===== config.mk =====
export PLATFORM = sky130hd
export DESIGN_NAME = lsu_ctrl
export DESIGN_NICKNAME = d
export VERILOG_FILES = /design/src/rtl/lsu_ctrl.sv
export SDC_FILE = /design/constraint.sdc
export NUM_CORES = 1
export LEC_CHECK = 0
export CORE_ASPECT_RATIO = 1.2
export CORE_MARGIN = 2
export CORE_UTILIZATION = 45
export DETAILED_ROUTE_END_ITERATION = 8
export PLACE_DENSITY = 0.86
export SLEW_MARGIN = 25
export SYNTH_ARGS = -nofsm -noshare
export SYNTH_HDL_FRONTEND = slang
export SYNTH_SLANG_ARGS = --single-unit

===== constraint.sdc =====
create_clock -name clk -period 2.6 [get_ports clk]
set_input_delay 0.52 -clock clk [delete_from_list [all_inputs] [get_ports clk]]
set_output_delay 0.52 -clock clk [all_outputs]
set_load 0.05 [all_outputs]

===== src/rtl/lsu_ctrl.sv =====
// Load/store unit, MEM stage: data-memory port initiator with alignment,
// funct3 legality, lane steering, load extension and transaction timeout.
module lsu_ctrl #(
    parameter int unsigned TIMEOUT = 16,
    parameter int unsigned ADDR_W  = 32
) (
    input  logic              clk,
    input  logic              rst,
    input  logic              ex_valid,
    input  logic              ex_load,
    input  logic              ex_store,
    input  logic [2:0]        ex_funct3,
    input  logic [ADDR_W-1:0] ex_addr,
    input  logic [31:0]       ex_wdata,
    input  logic [4:0]        ex_rd,
    output logic              lsu_ready,
    output logic              mem_req,
    output logic              mem_we,
    output logic [ADDR_W-1:0] mem_addr,
    output logic [3:0]        mem_be,
    output logic [31:0]       mem_wdata,
    input  logic              mem_gnt,
    input  logic              mem_rvalid,
    input  logic [31:0]       mem_rdata,
    output logic              wb_valid,
    output logic [4:0]        wb_rd,
    output logic [31:0]       wb_data,
    output logic              st_done,
    output logic              exc_valid,
    output logic [1:0]        exc_cause
);

    localparam int unsigned CNT_W = 8;

    localparam logic [1:0] CAUSE_MISALIGN = 2'b01;
    localparam logic [1:0] CAUSE_ILLEGAL  = 2'b10;
    localparam logic [1:0] CAUSE_TIMEOUT  = 2'b11;

    typedef enum logic [1:0] {
        S_IDLE = 2'd0,
        S_REQ  = 2'd1,
        S_WAIT = 2'd2
    } state_e;

    state_e            state_q;
    logic [CNT_W-1:0]  cnt_q;
    logic              load_q;
    logic [2:0]        funct3_q;
    logic [1:0]        off_q;
    logic [4:0]        rd_q;

    logic              lsu_ready_q;
    logic              mem_req_q;
    logic              mem_we_q;
    logic [ADDR_W-1:0] mem_addr_q;
    logic [3:0]        mem_be_q;
    logic [31:0]       mem_wdata_q;
    logic              wb_valid_q;
    logic [4:0]        wb_rd_q;
    logic [31:0]       wb_data_q;
    logic              st_done_q;
    logic              exc_valid_q;
    logic [1:0]        exc_cause_q;

    logic              illegal_c;
    logic              misaligned_c;
    logic [3:0]        be_c;
    logic [31:0]       wdata_c;
    logic [7:0]        byte_c;
    logic [15:0]       half_c;
    logic [31:0]       ext_c;
    logic [CNT_W-1:0]  cnt_inc_c;
    logic              cnt_expired_c;

    // Decode the offered op: legality, alignment, byte enables and lane-steered store data.
    always_comb begin
        illegal_c    = 1'b0;
        misaligned_c = 1'b0;
        be_c         = 4'b1111;
        wdata_c      = ex_wdata;

        case (ex_funct3)
            3'b011, 3'b110, 3'b111: illegal_c = 1'b1;
            3'b100, 3'b101:         illegal_c = ex_store;
            default:                illegal_c = 1'b0;
        endcase
        if (ex_load && ex_store) begin
            illegal_c = 1'b1;
        end

        case (ex_funct3)
            3'b001, 3'b101: misaligned_c = ex_addr[0];
            3'b010:         misaligned_c = |ex_addr[1:0];
            default:        misaligned_c = 1'b0;
        endcase

        case (ex_funct3[1:0])
            2'b00: begin
                be_c    = 4'b0001 << ex_addr[1:0];
                wdata_c = 32'(ex_wdata[7:0]) << {ex_addr[1:0], 3'b000};
            end
            2'b01: begin
                be_c    = 4'b0011 << ex_addr[1:0];
                wdata_c = ex_addr[1] ? {ex_wdata[15:0], 16'h0000} : {16'h0000, ex_wdata[15:0]};
            end
            default: begin
                be_c    = 4'b1111;
                wdata_c = ex_wdata;
            end
        endcase
    end

    // Select the addressed byte/half of the read word and extend per the captured funct3.
    always_comb begin
        byte_c = mem_rdata[{off_q, 3'b000} +: 8];
        half_c = off_q[1] ? mem_rdata[31:16] : mem_rdata[15:0];
        case (funct3_q)
            3'b000:  ext_c = {{24{byte_c[7]}}, byte_c};
            3'b001:  ext_c = {{16{half_c[15]}}, half_c};
            3'b100:  ext_c = {24'h000000, byte_c};
            3'b101:  ext_c = {16'h0000, half_c};
            default: ext_c = mem_rdata;
        endcase
    end

    // Timeout counter increment and expiry detect for REQ/WAIT.
    always_comb begin
        cnt_inc_c     = cnt_q + CNT_W'(1);
        cnt_expired_c = (cnt_inc_c == CNT_W'(TIMEOUT));
    end

    // Transaction FSM with all outputs registered; pulses default low each cycle.
    always_ff @(posedge clk) begin
        if (rst) begin
            state_q     <= S_IDLE;
            cnt_q       <= '0;
            load_q      <= 1'b0;
            funct3_q    <= '0;
            off_q       <= '0;
            rd_q        <= '0;
            lsu_ready_q <= 1'b1;
            mem_req_q   <= 1'b0;
            mem_we_q    <= 1'b0;
            mem_addr_q  <= '0;
            mem_be_q    <= '0;
            mem_wdata_q <= '0;
            wb_valid_q  <= 1'b0;
            wb_rd_q     <= '0;
            wb_data_q   <= '0;
            st_done_q   <= 1'b0;
            exc_valid_q <= 1'b0;
            exc_cause_q <= '0;
        end else begin
            wb_valid_q  <= 1'b0;
            st_done_q   <= 1'b0;
            exc_valid_q <= 1'b0;

            case (state_q)
                S_IDLE: begin
                    if (ex_valid && (ex_load || ex_store)) begin
                        if (illegal_c) begin
                            exc_valid_q <= 1'b1;
                            exc_cause_q <= CAUSE_ILLEGAL;
                        end else if (misaligned_c) begin
                            exc_valid_q <= 1'b1;
                            exc_cause_q <= CAUSE_MISALIGN;
                        end else begin
                            state_q     <= S_REQ;
                            cnt_q       <= '0;
                            load_q      <= ex_load;
                            funct3_q    <= ex_funct3;
                            off_q       <= ex_addr[1:0];
                            rd_q        <= ex_rd;
                            lsu_ready_q <= 1'b0;
                            mem_req_q   <= 1'b1;
                            mem_we_q    <= ex_store;
                            mem_addr_q  <= {ex_addr[ADDR_W-1:2], 2'b00};
                            mem_be_q    <= be_c;
                            mem_wdata_q <= ex_store ? wdata_c : 32'h0000_0000;
                        end
                    end
                end

                S_REQ: begin
                    if (mem_gnt) begin
                        mem_req_q <= 1'b0;
                        cnt_q     <= '0;
                        if (load_q) begin
                            state_q <= S_WAIT;
                        end else begin
                            state_q     <= S_IDLE;
                            st_done_q   <= 1'b1;
                            lsu_ready_q <= 1'b1;
                        end
                    end else if (cnt_expired_c) begin
                        state_q     <= S_IDLE;
                        mem_req_q   <= 1'b0;
                        lsu_ready_q <= 1'b1;
                        exc_valid_q <= 1'b1;
                        exc_cause_q <= CAUSE_TIMEOUT;
                    end else begin
                        cnt_q <= cnt_inc_c;
                    end
                end

                S_WAIT: begin
                    if (mem_rvalid) begin
                        state_q     <= S_IDLE;
                        lsu_ready_q <= 1'b1;
                        wb_valid_q  <= 1'b1;
                        wb_rd_q     <= rd_q;
                        wb_data_q   <= ext_c;
                    end else if (cnt_expired_c) begin
                        state_q     <= S_IDLE;
                        lsu_ready_q <= 1'b1;
                        exc_valid_q <= 1'b1;
                        exc_cause_q <= CAUSE_TIMEOUT;
                    end else begin
                        cnt_q <= cnt_inc_c;
                    end
                end

                default: begin
                    state_q     <= S_IDLE;
                    lsu_ready_q <= 1'b1;
                    mem_req_q   <= 1'b0;
                end
            endcase
        end
    end

    assign lsu_ready = lsu_ready_q;
    assign mem_req   = mem_req_q;
    assign mem_we    = mem_we_q;
    assign mem_addr  = mem_addr_q;
    assign mem_be    = mem_be_q;
    assign mem_wdata = mem_wdata_q;
    assign wb_valid  = wb_valid_q;
    assign wb_rd     = wb_rd_q;
    assign wb_data   = wb_data_q;
    assign st_done   = st_done_q;
    assign exc_valid = exc_valid_q;
    assign exc_cause = exc_cause_q;

endmodule


==> results.toml, run 1 <==
[clock_network]
cts_tree = "done"
root_buffer = "clkbuf_16"
cts.sinks = 132
postCtsSetupBuffers = 0
cts_buffers = 17
cts_buffer_depth = 2
clk_pin_slew_ns = 0.06
cts_repair_resize_count = 0
htree_levels = 4
clk-insertion-delay-late_ns = 0.43
hold_buffers = 0

[routing]
routedWlPerCell_um = 16.2
vias = 6419
drc = 0
dr.pass1.iters = 5
routed_wirelength_mm = 18.8
via_per_inst = 5.53
ant_nets = 0
dr.first_iter.drc_count = 425

[place]
place_hpwl_mm = 13.2
gp_congestion = 0.914
pre_cts_ws_ns = 0.0269
placed_cells = 1128
portBuffers = 221
placed_area_um2 = 8420

[yosys]
synthFlopType = "dfxtp_1"
synth_top_area_share_pct = 43.7
synth_warnings = 0
yosysTopAreaCell = "dfxtp_1"
ys_top_cells_by_area = "dfxtp_1 (44%), nand2_1 (11%), a21oi_1 (7.9%), a211oi_1 (4.0%), o21ai_0 (3.5%)"
ys_ff_latch = 132
synth_area_um2 = 6040
synth.most_common_cell = "nand2_1"
postSynthAreaPerCell_um2 = 7.81
ys_types = 55
synth_edf_count = 0
syn-instance-count = 774
synthTopCellsByCount = "nand2_1 (174), dfxtp_1 (132), a21oi_1 (95), nor2_1 (49), o21ai_0 (42)"
yosysSeqAreaShare_pct = 43.7
ys_async_sr_fraction_pct = 0

[finish]
fin_cells = 1160
layout-drive-gt1-share_pct = 7.96
area_growth_syn_to_layout_pct = 48.3
nets = 1095
fin_util_pct = 68.0
fin_area_um2 = 8960
antenna_cells = 0

[hold_path]
whs_path_depth = 2
hold_path.class = "flop to flop"

[sta]
post-route-min-period_ns = 2.18
fin_skew_ns = 0.00656
worst_slack_ns = 0.420
max_freq_ghz = 0.459
slew_headroom_pct = 37.8
rsz0062_at_grt = "no"
fin_setup_tns_ns = 0
tightest_slew_ns = 0.933
drv_slew = 0
hold_viol_final = 0
fin_crit_sh_pct = 83.9
hold_slack_ns = 0.449
finalSetupViolations = 0

[worst_setup_path]
required_ns = 2.96
arrival_ns = 2.54
path_max_fanout = 7
reg2regPathDepth = 6
cp-end-kind = "flop"
startpoint_type = "flop"
crit_type = "flop to flop"

[pwr]
vdd_drop_max_v = 0.000418
pwr_density_cell_nw_per_um2 = 547
finalPower_mw = 4.90
p_leak_nw = 3.03

[global_routing]
grt_pass1_wl_mm = 29.2
grt_max_degree = 89
grt-ovfl-total = 0
antenna_found_initial = 0
track_usage_pct = 25.9
grt_pass1_vias = 6071

[floorplanning]
die_y_um = 131
die_area_um2 = 14400
core_um2 = 13200
row_count = 46
fp.dieW_um = 110
start_util_pct = 45.9
io_pins = 224

[status]
status = "complete, no violations"

[job]
cap_viol_max_count = 0
[worst paths after layout]
| check | end | slack [ns] | startpoint |
|---|---|---|---|
| setup reg to reg | mem_req | 0.42 | cnt_q[0] |
| setup / recovery | mem_req | 0.42 | cnt_q[0] |
| hold reg to reg | mem_wdata[11] | 0.45 | mem_wdata[11] |
| hold / removal | mem_wdata[11] | 0.45 | mem_wdata[11] |
[power breakdown]
group / total, mW / switching (mW) / internal (mW)
logic: 0.653 / 0.353 / 0.301
clock network: 2.17 / 0.906 / 1.27
registers: 2.08 / 0.0197 / 2.06
total: 4.90 / 1.28 / 3.62
[critical path: stages (launching register included)]
cell and delay (ns):
dfxtp_1 0.40, ha_1 0.20, nand2_1 0.07, or4_1 0.55, or2_1 0.35, a211oi_1 0.33
mux2i_1 0.22
[area by class of cell]
class	instances	area, um^2
Timing Repair Buffer	250	2450
Sequential cell	132	2640
Inverter	18	67.6
Fill cell	1068	4220
Clock inverter	11	81.3
Multi-Input combinational cell	560	3050
Clock buffer	21	460
Tap cell	168	210
[state kept, by name, summed over array words and instances, names as in the netlist, 3 cells and up]
register,count
mem_addr,30
wb_data,32
wb_rd,5
funct3_q,3
mem_be,4
mem_wdata,32
cnt_q,8
rd_q,5
[kinds of logic after synthesis]
family | Yosys count | synth area share, %
and+or+nand+nor | 305 | 22.6
adders and majority gates | 5 | 1.04
buffers and inverters | 83 | 6.02
muxes | 11 | 2.19
other | 1 | 0.0621
AOI/OAI and AO/OA | 237 | 24.4
DFF | 132 | 43.7
[cells in the final DEF (no fill, tap or decap), types with 7 or more instances in the layout]
cell type	instances
nor3_1	7
a211oi_1	32
mux2_2	8
a22o_1	8
nor2_1	49
clkbuf_16	17
o21ai_0	42
clkdlybuf4s50_1	220
nand2_1	174
inv_1	18
o221ai_1	7
buf_4	28
a31oi_1	10
nand3_1	27
a21oi_1	95
dfxtp_1	132
a22oi_1	24
nand2b_1	7
nand3b_1	12
[layer usage]
layer / share of wire [%] / track usage [%]
met5: 0 / 0
met2: 50 / 43.8
met3: 8.5 / 8.43
met4: 3.2 / 12.4
met1: 39 / 29.4
(Power assumes the default switching activity.)
==> run 2: changes to the inputs <==
CORE_UTILIZATION = 40   (was 45)
PLACE_DENSITY = 0.81   (was 0.86)
clock period = 1.76 ns   (was 2.6 ns; I/O delays follow)
==> run 2 against run 1 <==
  * Die area rose by 12%
  * Hold slack got worse by 0.024 ns
  * Non-clock buffer count grew 50
  * Total power grew 54%
  * Design area is 5.3% higher
  * Sequential cell count unchanged
  * Global-route usage fell by 2.1 points
  * Final cell count increased by 7.3%
  * Sequential share of layout area decreased by 1.4 points
  * The run now ends with negative setup slack left
  * Worst setup slack worse by 0.44 ns
  * Largest power group unchanged
==> results.toml, run 2 (synthesis gave the netlist of run 1 again) <==
[status]
status = "complete, but fails checks"
violations = "negative setup slack"

[place]
gp_congestion = 0.924
place_hpwl_mm = 13.9
pre_cts_ws_ns = -0.553
portBuffers = 221

[floorplanning]
row_count = 49
fp.dieW_um = 116
io_pins = 224
die_y_um = 139
core_um2 = 14900
start_util_pct = 40.6
die_area_um2 = 16100

[worst_setup_path]
r2r_slack_ns = -0.02
cp-endpoint = "mem_req"
cp-end-kind = "flop"
startpoint = "cnt_q[1]"
timing.rr.end = "mem_req"
required_ns = 2.10
path_max_fanout = 6
startpoint_type = "flop"
crit_type = "flop to flop"
arrival_ns = 2.12
reg2regPathDepth = 6
r2r_start = "cnt_q[1]"

[finish]
nets = 1145
layout_commonest_cell = "buf_4"
antenna_cells = 0
layout-drive-gt1-share_pct = 26.7
layout_common_cells = "buf_4 (180), nand2_1 (172), dfxtp_1 (128)"
area_growth_syn_to_layout_pct = 56.2

[clock_network]
clk-insertion-delay-late_ns = 0.42
cts_tree = "done"
cts.sinks = 132
root_buffer = "clkbuf_16"
cts_buffers = 17
htree_levels = 4
cts_buffer_depth = 2
clk_pin_slew_ns = 0.06

[sta]
drv_slew = 0
rsz0062_at_grt = "yes"
post-route-min-period_ns = 1.78
finalSetupViolations = 1
fin_skew_ns = 0.00881
hold_slack_ns = 0.425
slew_headroom_pct = 59.8
worst_slack_ns = -0.0226
fin_setup_tns_ns = -0.0226
hold_viol_final = 0
max_freq_ghz = 0.561
fin_crit_sh_pct = 101
tightest_slew_ns = 0.602

[global_routing]
grt_max_degree = 52
antenna_found_initial = 0
grt-ovfl-total = 0
grt_pass1_wl_mm = 30.8
grt_pass1_vias = 6233
track_usage_pct = 23.9

[routing]
routedWlPerCell_um = 15.9
via_per_inst = 5.28
drc = 0
dr.first_iter.drc_count = 418
routed_wirelength_mm = 19.8
ant_nets = 0
dr.pass1.iters = 5
vias = 6573

[job]
cap_viol_max_count = 0

[hold_path]
hold_path.class = "input port to flop"

[pwr]
pwr_density_cell_nw_per_um2 = 802
finalPower_mw = 7.57
p_leak_nw = 3.62
vdd_drop_max_v = 0.000559
==> run 2: cell types whose count changed in the layout (fill, tap and decap cells not counted), sizes merged <==
cell           change
buf              +160
bufinv             +2
clkbuf             +2
clkdlybuf4s50    -118
clkinv             -3
dlygate4sd2        +5
dlymetal6s2s       +2
inv                -1
==> run 2: layout make-up <==
class / count / area (um^2)
inverter: 18 / 76.3
fill: 1261 / 5460
tap: 204 / 255
clock buffer: 22 / 474
sequential: 132 / 2650
multi-input combinational: 560 / 3250
clock inverter: 9 / 104
timing repair buffer: 300 / 2620
==> run 2: stage by stage <==
stage               area (um^2)  utilization [%]  std cells
CTS                        9240             62.0       1240
global route               9440             63.3       1245
finish                     9440             63.3       1245
floorplan                  6090                -        775
detailed placement         8580             57.6       1207
global placement           8580             57.6       1207
==> run 2: repair_timing <==
item,4_1_cts,5_1_grt
hold buffers,0,0
setup buffers,2,5
pin swaps,3,9
endpoints found under the hold margin,0,0
gates resized for setup,23,42
gates cloned,0,1
endpoints found under the setup margin,93,71
==> run 2: power breakdown <==
part / total, mW / switching, mW / internal (mW)
registers: 3.07 / 0.0311 / 3.04
clock network: 3.46 / 1.28 / 2.18
logic: 1.04 / 0.557 / 0.488
total: 7.57 / 1.86 / 5.70
==> run 2: worst min path at each step <==
stage,from,end,slack (ns),depth (start not counted)
after floorplan,load_q,st_done,0.41,1
after global placement,rd_q[2],wb_rd[2],0.44,2
after detailed placement,rd_q[0],wb_rd[0],0.44,2
after CTS,rst,off_q[0],0.42,2
after global routing,rst,cnt_q[1],0.47,2
final,rst,mem_addr[30],0.43,2
==> run 2: worst max-delay path: stages, from the launching register on <==
cell	delay [ns]
dfxtp_2	0.35
ha_4	0.14
nand2_2	0.06
or4_4	0.47
or2_4	0.28
a211oi_4	0.22
mux2i_1	0.19
==> run 2: layer usage <==
layer / global-route usage (%) / vias to the layer above / wire length, um
li1: - / 3208 / -
met1: 27.9 / 3106 / 7940
met2: 41.1 / 226 / 10000
met3: 6.95 / 33 / 1370
met4: 8.46 / 0 / 418
met5: 0 / - / 0
==> run 3: changes to the inputs <==
CELL_PAD_IN_SITES_DETAIL_PLACEMENT = 1   (was default)
CELL_PAD_IN_SITES_GLOBAL_PLACEMENT = 1   (was default)
CORE_UTILIZATION = 28   (was 40)
REMOVE_ABC_BUFFERS = 1   (was default)
==> run 3 against run 2 <==
  * Final cell count up 6.1%
  * Clock power up 3%
  * Combinational power up 4%
  * Largest cell class unchanged
  * Global-route usage down 4.4 points
  * Total power up 2.1%
  * Maximum frequency down 4.0%
  * Critical path type unchanged
  * Largest power group unchanged
  * Critical endpoint is now cnt_q[6]
  * Highest routed layer unchanged
  * Sequential share of layout area down 0.49 points
  * Routed wire length up 19%
  * Sequential power about the same
  * Count of clock-buffer cells in the layout down 4
  * The run still ends with negative setup slack left
  * Die area up 41%
==> results.toml, run 3 (synthesis gave the netlist of run 1 again) <==
[status]
status = "complete, but fails checks"
violations = "negative setup slack"

[floorplanning]
die_y_um = 165
core_um2 = 21000
row_count = 58
die_area_um2 = 22800
io_pins = 224
fp.dieW_um = 138
start_util_pct = 28.7

[place]
gp_congestion = 0.878
placed_area_um2 = 8750
portBuffers = 221
place_hpwl_mm = 16.6

[finish]
antenna_cells = 0
nFillCells = 2525
multi_input_area_um2 = 3230
layout_commonest_cell = "buf_4"
fin_area_um2 = 9590
layout-drive-gt1-share_pct = 27.6
layout_common_cells = "buf_4 (187), nand2_1 (172), dfxtp_1 (127)"
nets = 1154
seqCellArea_um2 = 2650
area_growth_syn_to_layout_pct = 58.7

[sta]
finalSetupViolations = 9
fin_setup_tns_ns = -0.552
tightest_slew_ns = 0.638
worst_slack_ns = -0.0967
fin_crit_sh_pct = 105
post-route-min-period_ns = 1.86
fin_skew_ns = 0.0115
hold_viol_final = 0
rsz0062_at_grt = "yes"
hold_slack_ns = 0.446
drv_slew = 0
max_freq_ghz = 0.539
slew_headroom_pct = 57.4

[global_routing]
grt_max_degree = 49
grt_pass1_wl_mm = 35.7
grt_pass1_vias = 6880
antenna_found_initial = 0
grt-ovfl-total = 0
track_usage_pct = 19.4

[worst_setup_path]
cp-end-kind = "flop"
required_ns = 2.10
path_max_fanout = 4
arrival_ns = 2.20
crit_buf_inv = 1
r2r_start = "state_q[0]"
r2r_slack_ns = -0.1
cpLargestDelayFamily = "simple AND/OR/NAND/NOR gates"
reg2regPathDepth = 7
cpPeakStageDelay_ns = 0.53
cpMaxStageDelayCell = "or4_4"
startpoint = "state_q[0]"
cp_cell_sequence = "inv_2 > ha_4 > and2b_2 > a31oi_4 > nand2b_4 > or4_4 > a21oi_4"
timing.rr.end = "cnt_q[6]"
crit_type = "flop to flop"
startpoint_type = "flop"

[hold_path]
hold_path.class = "input port to flop"
whs_path_depth = 2
hold_path_end = "mem_wdata[4]"
min-delay-start = "rst"

[pwr]
pwr_density_cell_nw_per_um2 = 805
p_leak_nw = 3.65
vdd_drop_max_v = 0.000608

[clock_network]
clk_pin_slew_ns = 0.06
cts_buffers = 17
cts_buffer_depth = 2
clk-insertion-delay-late_ns = 0.42
htree_levels = 4
root_buffer = "clkbuf_16"
cts_tree = "done"
hold_buffers = 0
cts.sinks = 132

[routing]
dr.pass1.iters = 4
wl_met2_mm = 11.7
routedWlPerCell_um = 17.8
ant_nets = 0
drc = 0
via_per_inst = 5.05
wl_met1_mm = 10.0
wl_met3_mm = 1.16
routed_wirelength_mm = 23.5
vias = 6668
routed.top_layer = "met4"
dr.first_iter.drc_count = 237

[job]
cap_viol_max_count = 0
run 3: cell count changes in the layout (fill, tap and decap cells not counted), sizes merged:
cell           previous run  this run
buf                     190       198
inv                      17        21
clkinv                    5         8
clkinvlp                  3         1
clkbuf                   23        21
clkdlybuf4s50           102       103
dlymetal6s2s              2         0
run 3: per-layer routing:
layer	track usage, %	up-vias
li1	-	3236
met1	22.9	3196
met2	34.1	195
met3	5.33	41
met4	6.82	0
met5	0	-
run 3: power by group:
| group | total, mW | switching, mW | internal (mW) |
|---|---|---|---|
| logic | 1.08 | 0.581 | 0.497 |
| registers | 3.07 | 0.0315 | 3.04 |
| clock network | 3.58 | 1.48 | 2.10 |
| total | 7.73 | 2.09 | 5.64 |
run 3: repair_timing:
action	4_1_cts	5_1_grt
resized for setup	44	25
gates cloned	0	2
buffers inserted	1	1
endpoints found under the setup margin	93	84
pin swaps	13	12
run 3: worst max path at each step:
stage                        end  slack (ns)  cells past startpoint
floorplan           mem_wdata[0]       -1.04                      5
detailed placement  exc_cause[0]       -0.72                      7
global route        exc_cause[0]       -0.16                      7
CTS                    lsu_ready       -0.06                      7
global placement    exc_cause[1]       -0.61                      7
finish                  cnt_q[6]        -0.1                      7
run 3: cell type report:
class | count | area share [%]
clock buffer | 18 | 4.47
sequential | 132 | 27.6
timing repair buffer | 309 | 28.4
clock inverter | 14 | 1.59
inverter | 18 | 0.704
multi-input combinational | 560 | 33.7
tap | 270 | 3.52
run 3: per-stage QoR:
step | setup slack [ns] | utilization (%) | instances | power (mW)
finish | -0.0967 | 45.6 | 1321 | 7.73
floorplan | -1.04 | - | 710 | 3.53
detailed placement | -0.723 | 41.6 | 1285 | 4.17
CTS | -0.0619 | 44.9 | 1318 | 7.77
global route | -0.159 | 45.6 | 1321 | 8.01
global placement | -0.612 | 41.6 | 1285 | 4.16
